`src/rtl/rram_access_seq_if.sv`:
```
// Command/response handshake bundle between the control logic (master)
// and the RRAM access sequencer (slave).
interface rram_access_seq_if #(
    parameter int ROWS  = 16,
    parameter int COLS  = 16,
    parameter int CNT_W = 8
);
    localparam int AW_R = (ROWS > 1) ? $clog2(ROWS) : 1;
    localparam int AW_C = (COLS > 1) ? $clog2(COLS) : 1;

    logic             cmd_valid;
    logic             cmd_ready;
    logic [1:0]       cmd_op;
    logic [AW_R-1:0]  cmd_row;
    logic [AW_C-1:0]  cmd_col;
    logic [CNT_W-1:0] cfg_pulse;
    logic [CNT_W-1:0] cfg_settle;
    logic [3:0]       cfg_retry;

    logic             rsp_valid;
    logic             rsp_ready;
    logic             rsp_data;
    logic             rsp_err;
    logic [3:0]       rsp_retries;

    modport master (
        output cmd_valid, cmd_op, cmd_row, cmd_col,
        output cfg_pulse, cfg_settle, cfg_retry,
        output rsp_ready,
        input  cmd_ready,
        input  rsp_valid, rsp_data, rsp_err, rsp_retries
    );

    modport slave (
        input  cmd_valid, cmd_op, cmd_row, cmd_col,
        input  cfg_pulse, cfg_settle, cfg_retry,
        input  rsp_ready,
        output cmd_ready,
        output rsp_valid, rsp_data, rsp_err, rsp_retries
    );
endinterface

```
`src/rtl/rram_access_seq.sv`:
```
// Single-cell access sequencer for a ROWS x COLS 1T1R RRAM crossbar.
// Turns READ/SET/RESET commands into timed word-line/bit-line pulses,
// samples the source lines through a 2-flop synchroniser and performs a
// verify read with bounded retry after every programming pulse.
// The interface instance must be built with the same ROWS/COLS/CNT_W.
module rram_access_seq #(
    parameter int ROWS  = 16,
    parameter int COLS  = 16,
    parameter int CNT_W = 8
) (
    input  logic             clk,
    input  logic             reset,
    rram_access_seq_if.slave bus,
    input  logic [COLS-1:0]  sl,
    output logic [ROWS-1:0]  wl,
    output logic [COLS-1:0]  bl,
    output logic             pol,
    output logic             rd_en,
    output logic             busy
);
    localparam int AW_R = (ROWS > 1) ? $clog2(ROWS) : 1;
    localparam int AW_C = (COLS > 1) ? $clog2(COLS) : 1;

    localparam logic [AW_R:0]  ROWS_L  = ROWS[AW_R:0];
    localparam logic [AW_C:0]  COLS_L  = COLS[AW_C:0];
    localparam logic [CNT_W:0] CNT_ONE = 1;
    localparam logic [ROWS-1:0] ROW_ONE = 1;
    localparam logic [COLS-1:0] COL_ONE = 1;

    typedef enum logic [2:0] {
        IDLE,
        PULSE,
        GAP,
        SENSE,
        RESP
    } state_t;

    typedef enum logic [1:0] {
        OP_READ  = 2'b00,
        OP_SET   = 2'b01,
        OP_RESET = 2'b10,
        OP_RSVD  = 2'b11
    } op_t;

    state_t           state_q, state_d;
    op_t              op_q, op_d;
    logic [AW_R-1:0]  row_q, row_d;
    logic [AW_C-1:0]  col_q, col_d;
    logic [CNT_W-1:0] pulse_q, pulse_d;
    logic [CNT_W-1:0] settle_q, settle_d;
    logic [3:0]       retry_lim_q, retry_lim_d;
    logic [3:0]       retries_q, retries_d;
    logic [CNT_W:0]   cnt_q, cnt_d;
    logic             retry_gap_q, retry_gap_d;
    logic             rsp_data_q, rsp_data_d;
    logic             rsp_err_q, rsp_err_d;
    logic             rsp_valid_q, rsp_valid_d;
    logic [ROWS-1:0]  wl_q, wl_d;
    logic [COLS-1:0]  bl_q, bl_d;
    logic             pol_q, pol_d;
    logic             rd_en_q, rd_en_d;
    logic [COLS-1:0]  sync1_q, sync1_d;
    logic [COLS-1:0]  sync2_q, sync2_d;

    logic             cmd_bad;
    logic             sensed;
    logic             want;
    logic             lines_on;

    // Counter load for a pulse of max(p,1) cycles (counts down to zero).
    function automatic logic [CNT_W:0] pulse_load(input logic [CNT_W-1:0] p);
        return (p == '0) ? '0 : ({1'b0, p} - CNT_ONE);
    endfunction

    // Counter load for a sense window of s+2 cycles.
    function automatic logic [CNT_W:0] settle_load(input logic [CNT_W-1:0] s);
        return {1'b0, s} + CNT_ONE;
    endfunction

    assign cmd_bad = (bus.cmd_op == OP_RSVD) ||
                     ({1'b0, bus.cmd_row} >= ROWS_L) ||
                     ({1'b0, bus.cmd_col} >= COLS_L);

    assign sensed = sync2_q[col_q];
    assign want   = (op_q == OP_SET);

    // Next-state, command latching, verify decision and registered line drive.
    always_comb begin
        state_d     = state_q;
        op_d        = op_q;
        row_d       = row_q;
        col_d       = col_q;
        pulse_d     = pulse_q;
        settle_d    = settle_q;
        retry_lim_d = retry_lim_q;
        retries_d   = retries_q;
        cnt_d       = cnt_q;
        retry_gap_d = retry_gap_q;
        rsp_data_d  = rsp_data_q;
        rsp_err_d   = rsp_err_q;
        sync1_d     = sl;
        sync2_d     = sync1_q;

        case (state_q)
            IDLE: begin
                if (bus.cmd_valid) begin
                    op_d        = op_t'(bus.cmd_op);
                    row_d       = bus.cmd_row;
                    col_d       = bus.cmd_col;
                    pulse_d     = bus.cfg_pulse;
                    settle_d    = bus.cfg_settle;
                    retry_lim_d = bus.cfg_retry;
                    retries_d   = '0;
                    retry_gap_d = 1'b0;
                    rsp_data_d  = 1'b0;
                    rsp_err_d   = 1'b0;
                    if (cmd_bad) begin
                        state_d   = RESP;
                        rsp_err_d = 1'b1;
                    end else if (op_t'(bus.cmd_op) == OP_READ) begin
                        state_d = SENSE;
                        cnt_d   = settle_load(bus.cfg_settle);
                    end else begin
                        state_d = PULSE;
                        cnt_d   = pulse_load(bus.cfg_pulse);
                    end
                end
            end

            PULSE: begin
                if (cnt_q == '0) begin
                    state_d     = GAP;
                    retry_gap_d = 1'b0;
                end else begin
                    cnt_d = cnt_q - CNT_ONE;
                end
            end

            // The same GAP state separates pulse->sense and sense->re-pulse;
            // retry_gap_q remembers which direction we are heading.
            GAP: begin
                if (retry_gap_q) begin
                    state_d = PULSE;
                    cnt_d   = pulse_load(pulse_q);
                end else begin
                    state_d = SENSE;
                    cnt_d   = settle_load(settle_q);
                end
            end

            SENSE: begin
                if (cnt_q == '0) begin
                    rsp_data_d = sensed;
                    if (op_q == OP_READ || sensed == want) begin
                        state_d = RESP;
                    end else if (retries_q < retry_lim_q) begin
                        retries_d   = retries_q + 4'd1;
                        retry_gap_d = 1'b1;
                        state_d     = GAP;
                    end else begin
                        rsp_err_d = 1'b1;
                        state_d   = RESP;
                    end
                end else begin
                    cnt_d = cnt_q - CNT_ONE;
                end
            end

            RESP: begin
                if (bus.rsp_ready) begin
                    state_d = IDLE;
                end
            end

            default: state_d = IDLE;
        endcase

        // Line drive follows the state being entered so it is registered
        // alongside the state and lines up with it cycle for cycle.
        lines_on    = (state_d == PULSE) || (state_d == SENSE);
        wl_d        = lines_on ? (ROW_ONE << row_d) : '0;
        bl_d        = lines_on ? (COL_ONE << col_d) : '0;
        pol_d       = (state_d == PULSE) && (op_d == OP_RESET);
        rd_en_d     = (state_d == SENSE);
        rsp_valid_d = (state_d == RESP);
    end

    // State, latched command, synchroniser and registered outputs.
    always_ff @(posedge clk) begin
        if (reset) begin
            state_q     <= IDLE;
            op_q        <= OP_READ;
            row_q       <= '0;
            col_q       <= '0;
            pulse_q     <= '0;
            settle_q    <= '0;
            retry_lim_q <= '0;
            retries_q   <= '0;
            cnt_q       <= '0;
            retry_gap_q <= 1'b0;
            rsp_data_q  <= 1'b0;
            rsp_err_q   <= 1'b0;
            rsp_valid_q <= 1'b0;
            wl_q        <= '0;
            bl_q        <= '0;
            pol_q       <= 1'b0;
            rd_en_q     <= 1'b0;
            sync1_q     <= '0;
            sync2_q     <= '0;
        end else begin
            state_q     <= state_d;
            op_q        <= op_d;
            row_q       <= row_d;
            col_q       <= col_d;
            pulse_q     <= pulse_d;
            settle_q    <= settle_d;
            retry_lim_q <= retry_lim_d;
            retries_q   <= retries_d;
            cnt_q       <= cnt_d;
            retry_gap_q <= retry_gap_d;
            rsp_data_q  <= rsp_data_d;
            rsp_err_q   <= rsp_err_d;
            rsp_valid_q <= rsp_valid_d;
            wl_q        <= wl_d;
            bl_q        <= bl_d;
            pol_q       <= pol_d;
            rd_en_q     <= rd_en_d;
            sync1_q     <= sync1_d;
            sync2_q     <= sync2_d;
        end
    end

    assign bus.cmd_ready   = (state_q == IDLE);
    assign bus.rsp_valid   = rsp_valid_q;
    assign bus.rsp_data    = rsp_data_q;
    assign bus.rsp_err     = rsp_err_q;
    assign bus.rsp_retries = retries_q;
    assign busy            = (state_q != IDLE);
    assign wl              = wl_q;
    assign bl              = bl_q;
    assign pol             = pol_q;
    assign rd_en           = rd_en_q;

    // Array safety: never more than one word line / bit line, and the
    // RESET polarity only while sensing is off.
    a_wl_onehot: assert property (@(posedge clk) disable iff (reset) $onehot0(wl_q));
    a_bl_onehot: assert property (@(posedge clk) disable iff (reset) $onehot0(bl_q));
    a_pol_sense: assert property (@(posedge clk) disable iff (reset) !(pol_q && rd_en_q));
endmodule

```
`src/flat_wrapper.sv`:
```
// flat-port wrapper written by rule: the top's interface ports become plain ports
module rram_access_seq_flat 
#(
    parameter int ROWS  = 16,
    parameter int COLS  = 16,
    parameter int CNT_W = 8
)
  (clk, reset, sl, wl, bl, pol, rd_en, busy, bus_cmd_valid, bus_cmd_op, bus_cmd_row, bus_cmd_col, bus_cfg_pulse, bus_cfg_settle, bus_cfg_retry, bus_rsp_ready, bus_cmd_ready, bus_rsp_valid, bus_rsp_data, bus_rsp_err, bus_rsp_retries);
  rram_access_seq_if #(.ROWS(ROWS), .COLS(COLS), .CNT_W(CNT_W)) bus_i ();
  input  logic clk;
  input  logic reset;
  input  logic [COLS-1:0] sl;
  output logic [ROWS-1:0] wl;
  output logic [COLS-1:0] bl;
  output logic pol;
  output logic rd_en;
  output logic busy;
  input wire logic [$bits(bus_i.cmd_valid)-1:0] bus_cmd_valid;
  input wire logic [$bits(bus_i.cmd_op)-1:0] bus_cmd_op;
  input wire logic [$bits(bus_i.cmd_row)-1:0] bus_cmd_row;
  input wire logic [$bits(bus_i.cmd_col)-1:0] bus_cmd_col;
  input wire logic [$bits(bus_i.cfg_pulse)-1:0] bus_cfg_pulse;
  input wire logic [$bits(bus_i.cfg_settle)-1:0] bus_cfg_settle;
  input wire logic [$bits(bus_i.cfg_retry)-1:0] bus_cfg_retry;
  input wire logic [$bits(bus_i.rsp_ready)-1:0] bus_rsp_ready;
  output wire logic [$bits(bus_i.cmd_ready)-1:0] bus_cmd_ready;
  output wire logic [$bits(bus_i.rsp_valid)-1:0] bus_rsp_valid;
  output wire logic [$bits(bus_i.rsp_data)-1:0] bus_rsp_data;
  output wire logic [$bits(bus_i.rsp_err)-1:0] bus_rsp_err;
  output wire logic [$bits(bus_i.rsp_retries)-1:0] bus_rsp_retries;
  assign bus_i.cmd_valid = bus_cmd_valid;
  assign bus_i.cmd_op = bus_cmd_op;
  assign bus_i.cmd_row = bus_cmd_row;
  assign bus_i.cmd_col = bus_cmd_col;
  assign bus_i.cfg_pulse = bus_cfg_pulse;
  assign bus_i.cfg_settle = bus_cfg_settle;
  assign bus_i.cfg_retry = bus_cfg_retry;
  assign bus_i.rsp_ready = bus_rsp_ready;
  assign bus_cmd_ready = bus_i.cmd_ready;
  assign bus_rsp_valid = bus_i.rsp_valid;
  assign bus_rsp_data = bus_i.rsp_data;
  assign bus_rsp_err = bus_i.rsp_err;
  assign bus_rsp_retries = bus_i.rsp_retries;
  rram_access_seq #(.ROWS(ROWS), .COLS(COLS), .CNT_W(CNT_W)) u_core (.clk(clk), .reset(reset), .bus(bus_i), .sl(sl), .wl(wl), .bl(bl), .pol(pol), .rd_en(rd_en), .busy(busy));
endmodule
```
`config.mk`:
```
export PLATFORM = sky130hd
export DESIGN_NAME = rram_access_seq_flat
export DESIGN_NICKNAME = d
export VERILOG_FILES = /design/src/rtl/rram_access_seq_if.sv /design/src/rtl/rram_access_seq.sv /design/src/flat_wrapper.sv
export SDC_FILE = /design/constraint.sdc
export NUM_CORES = 1
export LEC_CHECK = 0
export CORE_MARGIN = 3
export CORE_UTILIZATION = 52
export DETAILED_ROUTE_END_ITERATION = 8
export HOLD_SLACK_MARGIN = 0.05
export PLACE_DENSITY = 0.84
export SYNTH_ARGS = -nofsm -noshare
export SYNTH_HDL_FRONTEND = slang
export SYNTH_SLANG_ARGS = --single-unit
```
`constraint.sdc`:
```
create_clock -name clk -period 3 [get_ports clk]
set_input_delay 0.3 -clock clk [delete_from_list [all_inputs] [get_ports clk]]
set_output_delay 0.3 -clock clk [all_outputs]
set_load 0.005 [all_outputs]
```
==> results by group <==
Synth
  – Synth warnings: 0
  – Top post-synthesis cells by area: dfxtp_1 46%, nand2_1 6.3%, nor2_1 4.8%
  – Seq/Total Area, Yosys: 46.4%
  – Synth cell types: 54
  – Synth top area share: 46.4%
  – Syn Inst Count: 578
  – Async SR Flop Fraction: 0%
  – Main synth FF type: dfxtp_1
  – Cell taking the most area after synthesis: dfxtp_1
  – Mean Syn Cell Area: between 8 and 9 µm²
  – Syn Nets: about 640
  – Post-Syn Area: ~5000 µm²
  – Yosys reg bits: 116
  – EDFF count, synth: 0

Floorplan
  – FP Rows: 35
  – Die area: ~11,000 µm²
  – Initial Utilization: 53.9%
  – CORE AREA: 9280 µm²
  – Die H: 104 µm
  – Top-Level Pins: 93
  – Chip width: 104 µm

Placement
  – DP HPWL: 9280 µm
  – Total placed cells including tap cells: 782
  – Total placed instance area: 6030 µm²
  – # port buffers: a little over 90
  – GPL Wtd Cong: 0.908

Critical path
  – CP Capture Type: flop
  – WP data arrival: 2940 ps
  – R2R Path Start: u_core.bus.rsp_retries[1]$_SDFFE_PP0P_
  – CP Max Fanout: 5
  – Reg2Reg Setup Slack: between 400 and 500 ps
  – Critical path buffers and inverters: 0
  – Worst Reg-to-Reg Cells: 8
  – Worst stage delay on the critical path: 460 ps
  – Crit path cell chain: ha_1 > o211ai_1 > o211ai_1 > a311oi_1 > a221o_1 > o21ai_2 > or3_1 > a211oi_1
  – CP startpoint kind: flop
  – Worst EP required: 3430 ps
  – Slowest CP cell: dfxtp_1
  – Most frequent CP cell: o211ai_1
  – Kind of cell adding the most delay to the critical path: compound AO/OA/AOI/OAI gates
  – Reg-to-reg endpoint: u_core.bus.rsp_retries[3]$_SDFFE_PP0P_
  – Crit Path Category: flop to flop

Route
  – DR iter-0 viols: 374
  – Per-cell routed wire length: 16.9 µm
  – TritonRoute pass-1 iters: 5
  – Vias per inst: roughly 5.7
  – Routed wire length: 13,800 µm
  – Vias: ~4,600
  – DRC violations left: 0
  – DRT antenna net count: 0

GRT
  – Global route hottest layer: met2
  – M2 GR Usage: a little over two fifths
  – Global-route wire length before repair: 21,900 µm
  – Largest net degree at the start of global routing: 34
  – Initial antenna violation count: 0
  – Vias in the first global route: 4,466
  – Grt met1 use: 31.1%
  – Routing usage on met3: 5.52%
  – Total gr overflow: 0
  – GRT Total Usage: 25.3%

CTS
  – Clock Sinks: 116
  – Root Driver: clkbuf_8
  – H-tree levels: 4
  – CTS tree: built
  – Worst-skew pair later-pin latency: ~520 ps
  – CTS Hold Bufs: 0
  – Total CTS buffers: 17
  – Worst-path clk slew: 60 ps
  – Post-CTS sizing: 0
  – Postcts setup bufs: 0
  – Longest Clk Path Bufs: 2

Power
  – Total power draw: 4.76 mW
  – PD cells: 718 nW/µm²
  – Leak: between 2 and 2.5 nW
  – VDD IR-drop max: 0.000455 V

Hold path
  – Hold Crit Class: input pin to flop
  – Worst hold path depth: 2
  – Min-delay src: reset
  – Hold Path Sink: u_core.state_q[1]$_SDFF_PP0_

Finish
  – # fillers: 696
  – Final Cell Area: 6630 µm²
  – Multi-input gate area: 2500 µm²
  – FF/Latch Area: 2320 µm²
  – Final nets: 732
  – Area growth, synth to finish: 32.6%
  – Non-filler cells, final: 814
  – Layout cell share with drive strength beyond 1: 8.03%
  – Antenna diodes: 0

STA
  – Relative slew slack: 50.8%
  – RSZ-0062 raised after global routing: no
  – Clk_skew: ~9.2 ps
  – Final min period: 2520 ps
  – Setup violators final: 0
  – Fin crit share: 83.9%
  – Slew @ Worst Pin: 733 ps
  – Endpoints failing hold: 0
  – Fmax: 397 MHz
  – Slew Limit Fails: 0
  – Setup TNS: 0 ps

Status
  – Status: finished clean

Run
  – Max cap viols: 0
==> routing by layer <==
metal / wire length (µm) / up-vias
li1: - / 2203
met1: 5640 / 2156
met2: 6890 / 222
met3: 971 / 27
met4: 282 / 0
met5: 0 / -
==> kinds of logic after synthesis <==
group | share of synthesized area, %
adders and majority gates | 2.50
buffers and inverters | 3.50
muxes | 3.05
and+or+nand+nor | 25.1
xor gates and xnor gates | 4.73
DFF | 46.4
AOI/OAI and AO/OA | 14.7
==> power breakdown <==
group,internal [mW],switching [mW],leakage [nW]
combinational,0.410,0.534,1.26
clock,1.30,0.746,0.289
sequential,1.66,0.121,0.949
total,3.36,1.40,2.50
==> area by class of cell <==
cell class | count | share of cell area, %
inverters | 15 | 0.849
multi-input cells | 421 | 37.8
repair buffers | 101 | 14.8
clock buffers | 18 | 6.45
well taps | 129 | 2.43
flip-flops and latches | 116 | 35.0
clock inverters | 14 | 2.64
==> cells in the mapped netlist, drive strengths merged, types with 2 or more instances <==
library cell / count
o22ai: 7
o31ai: 2
nor2: 64
a211oi: 6
clkbuf: 18
o21a: 3
o31a: 2
buf: 8
a22o: 2
mux2i: 13
o211ai: 7
ha: 10
xor2: 10
nor3: 18
nand4: 2
o21ai: 9
and3: 6
or3: 6
a21oi: 39
and2: 3
nor2b: 36
a221o: 2
nand3b: 2
mux2: 2
nor4: 2
o221ai: 2
nand2: 87
a22oi: 3
a31oi: 9
a221oi: 3
inv: 15
dfxtp: 116
nand3: 20
a222oi: 5
a311oi: 6
nand2b: 3
xnor2: 17
nor3b: 5
==> through the flow <==
stage               utilization, %  setup WS [ps]  hold WS (ps)
floorplan                        -            840           414
global placement              64.9            641           418
detailed placement            64.9            550           421
CTS                           71.4            498           212
global route                  71.4            255           232
finish                        71.4            482           232
==> sequential cells by signal, indices dropped and copies added (netlist names) <==
signal,flops
u_core.bus.rsp_data,1
u_core.pulse_q,8
u_core.settle_q,8
u_core.rd_en,1
u_core.op_q,2
u_core.sync1_q,16
u_core.retry_lim_q,4
u_core.row_q,4
u_core.wl,16
u_core.cnt_q,9
u_core.retry_gap_q,1
u_core.bus.rsp_retries,4
u_core.bl,16
u_core.sync2_q,16
u_core.col_q,4
u_core.pol,1
u_core.bus.rsp_valid,1
u_core.state_q,3
u_core.bus.rsp_err,1
==> worst reg2reg max path, stage by stage, from the launching register on <==
cell and delay, ps:
dfxtp_1 460, ha_1 300, o211ai_1 240, o211ai_1 180, a311oi_1 330, a221o_1 240
o21ai_2 80, or3_1 370, a211oi_1 230
==> layout by cell type, fill, tap and decap left out, types with 3 or more instances in the layout <==
master / synthesis / routed
nor3_1: 17 / 17
xnor2_1: 17 / 17
a31oi_1: 9 / 9
clkbuf_16: 0 / 16
inv_1: 15 / 15
nand2_1: 84 / 84
xor2_1: 10 / 10
and3_1: 6 / 6
nand3_1: 20 / 20
nor2b_1: 36 / 36
a21oi_1: 39 / 39
dfxtp_1: 116 / 116
clkdlybuf4s50_1: 0 / 91
buf_4: 0 / 9
ha_1: 10 / 10
nand2b_1: 3 / 3
o22ai_1: 7 / 7
o21ai_0: 7 / 7
mux2i_1: 13 / 13
and2_1: 3 / 3
a311oi_1: 6 / 6
nor3b_1: 5 / 5
a211oi_1: 6 / 6
inv_6: 0 / 4
o21a_1: 3 / 3
clkinvlp_4: 0 / 3
a22oi_1: 3 / 3
or3_1: 6 / 6
a222oi_1: 5 / 5
bufinv_16: 0 / 3
nor2_1: 64 / 64
o211ai_1: 7 / 7
==> worst max-delay path by stage <==
stage | start | endpoint | slack [ps] | cells after the start
floorplan | u_core.bus.rsp_retries[1]$_SDFFE_PP0P_ | u_core.bus.rsp_retries[3]$_SDFFE_PP0P_ | 840 | 8
global placement | u_core.bus.rsp_retries[1]$_SDFFE_PP0P_ | u_core.bus.rsp_retries[3]$_SDFFE_PP0P_ | 640 | 8
detailed placement | bus_cmd_valid | u_core.bl[0]$_SDFF_PP0_ | 550 | 5
CTS | u_core.bus.rsp_retries[1]$_SDFFE_PP0P_ | u_core.bus.rsp_retries[3]$_SDFFE_PP0P_ | 500 | 8
global route | u_core.bus.rsp_retries[1]$_SDFFE_PP0P_ | u_core.bus.rsp_retries[3]$_SDFFE_PP0P_ | 260 | 8
finish | u_core.bus.rsp_retries[1]$_SDFFE_PP0P_ | u_core.bus.rsp_retries[3]$_SDFFE_PP0P_ | 480 | 8
No activity file was read; power rests on OpenSTA's default activity.
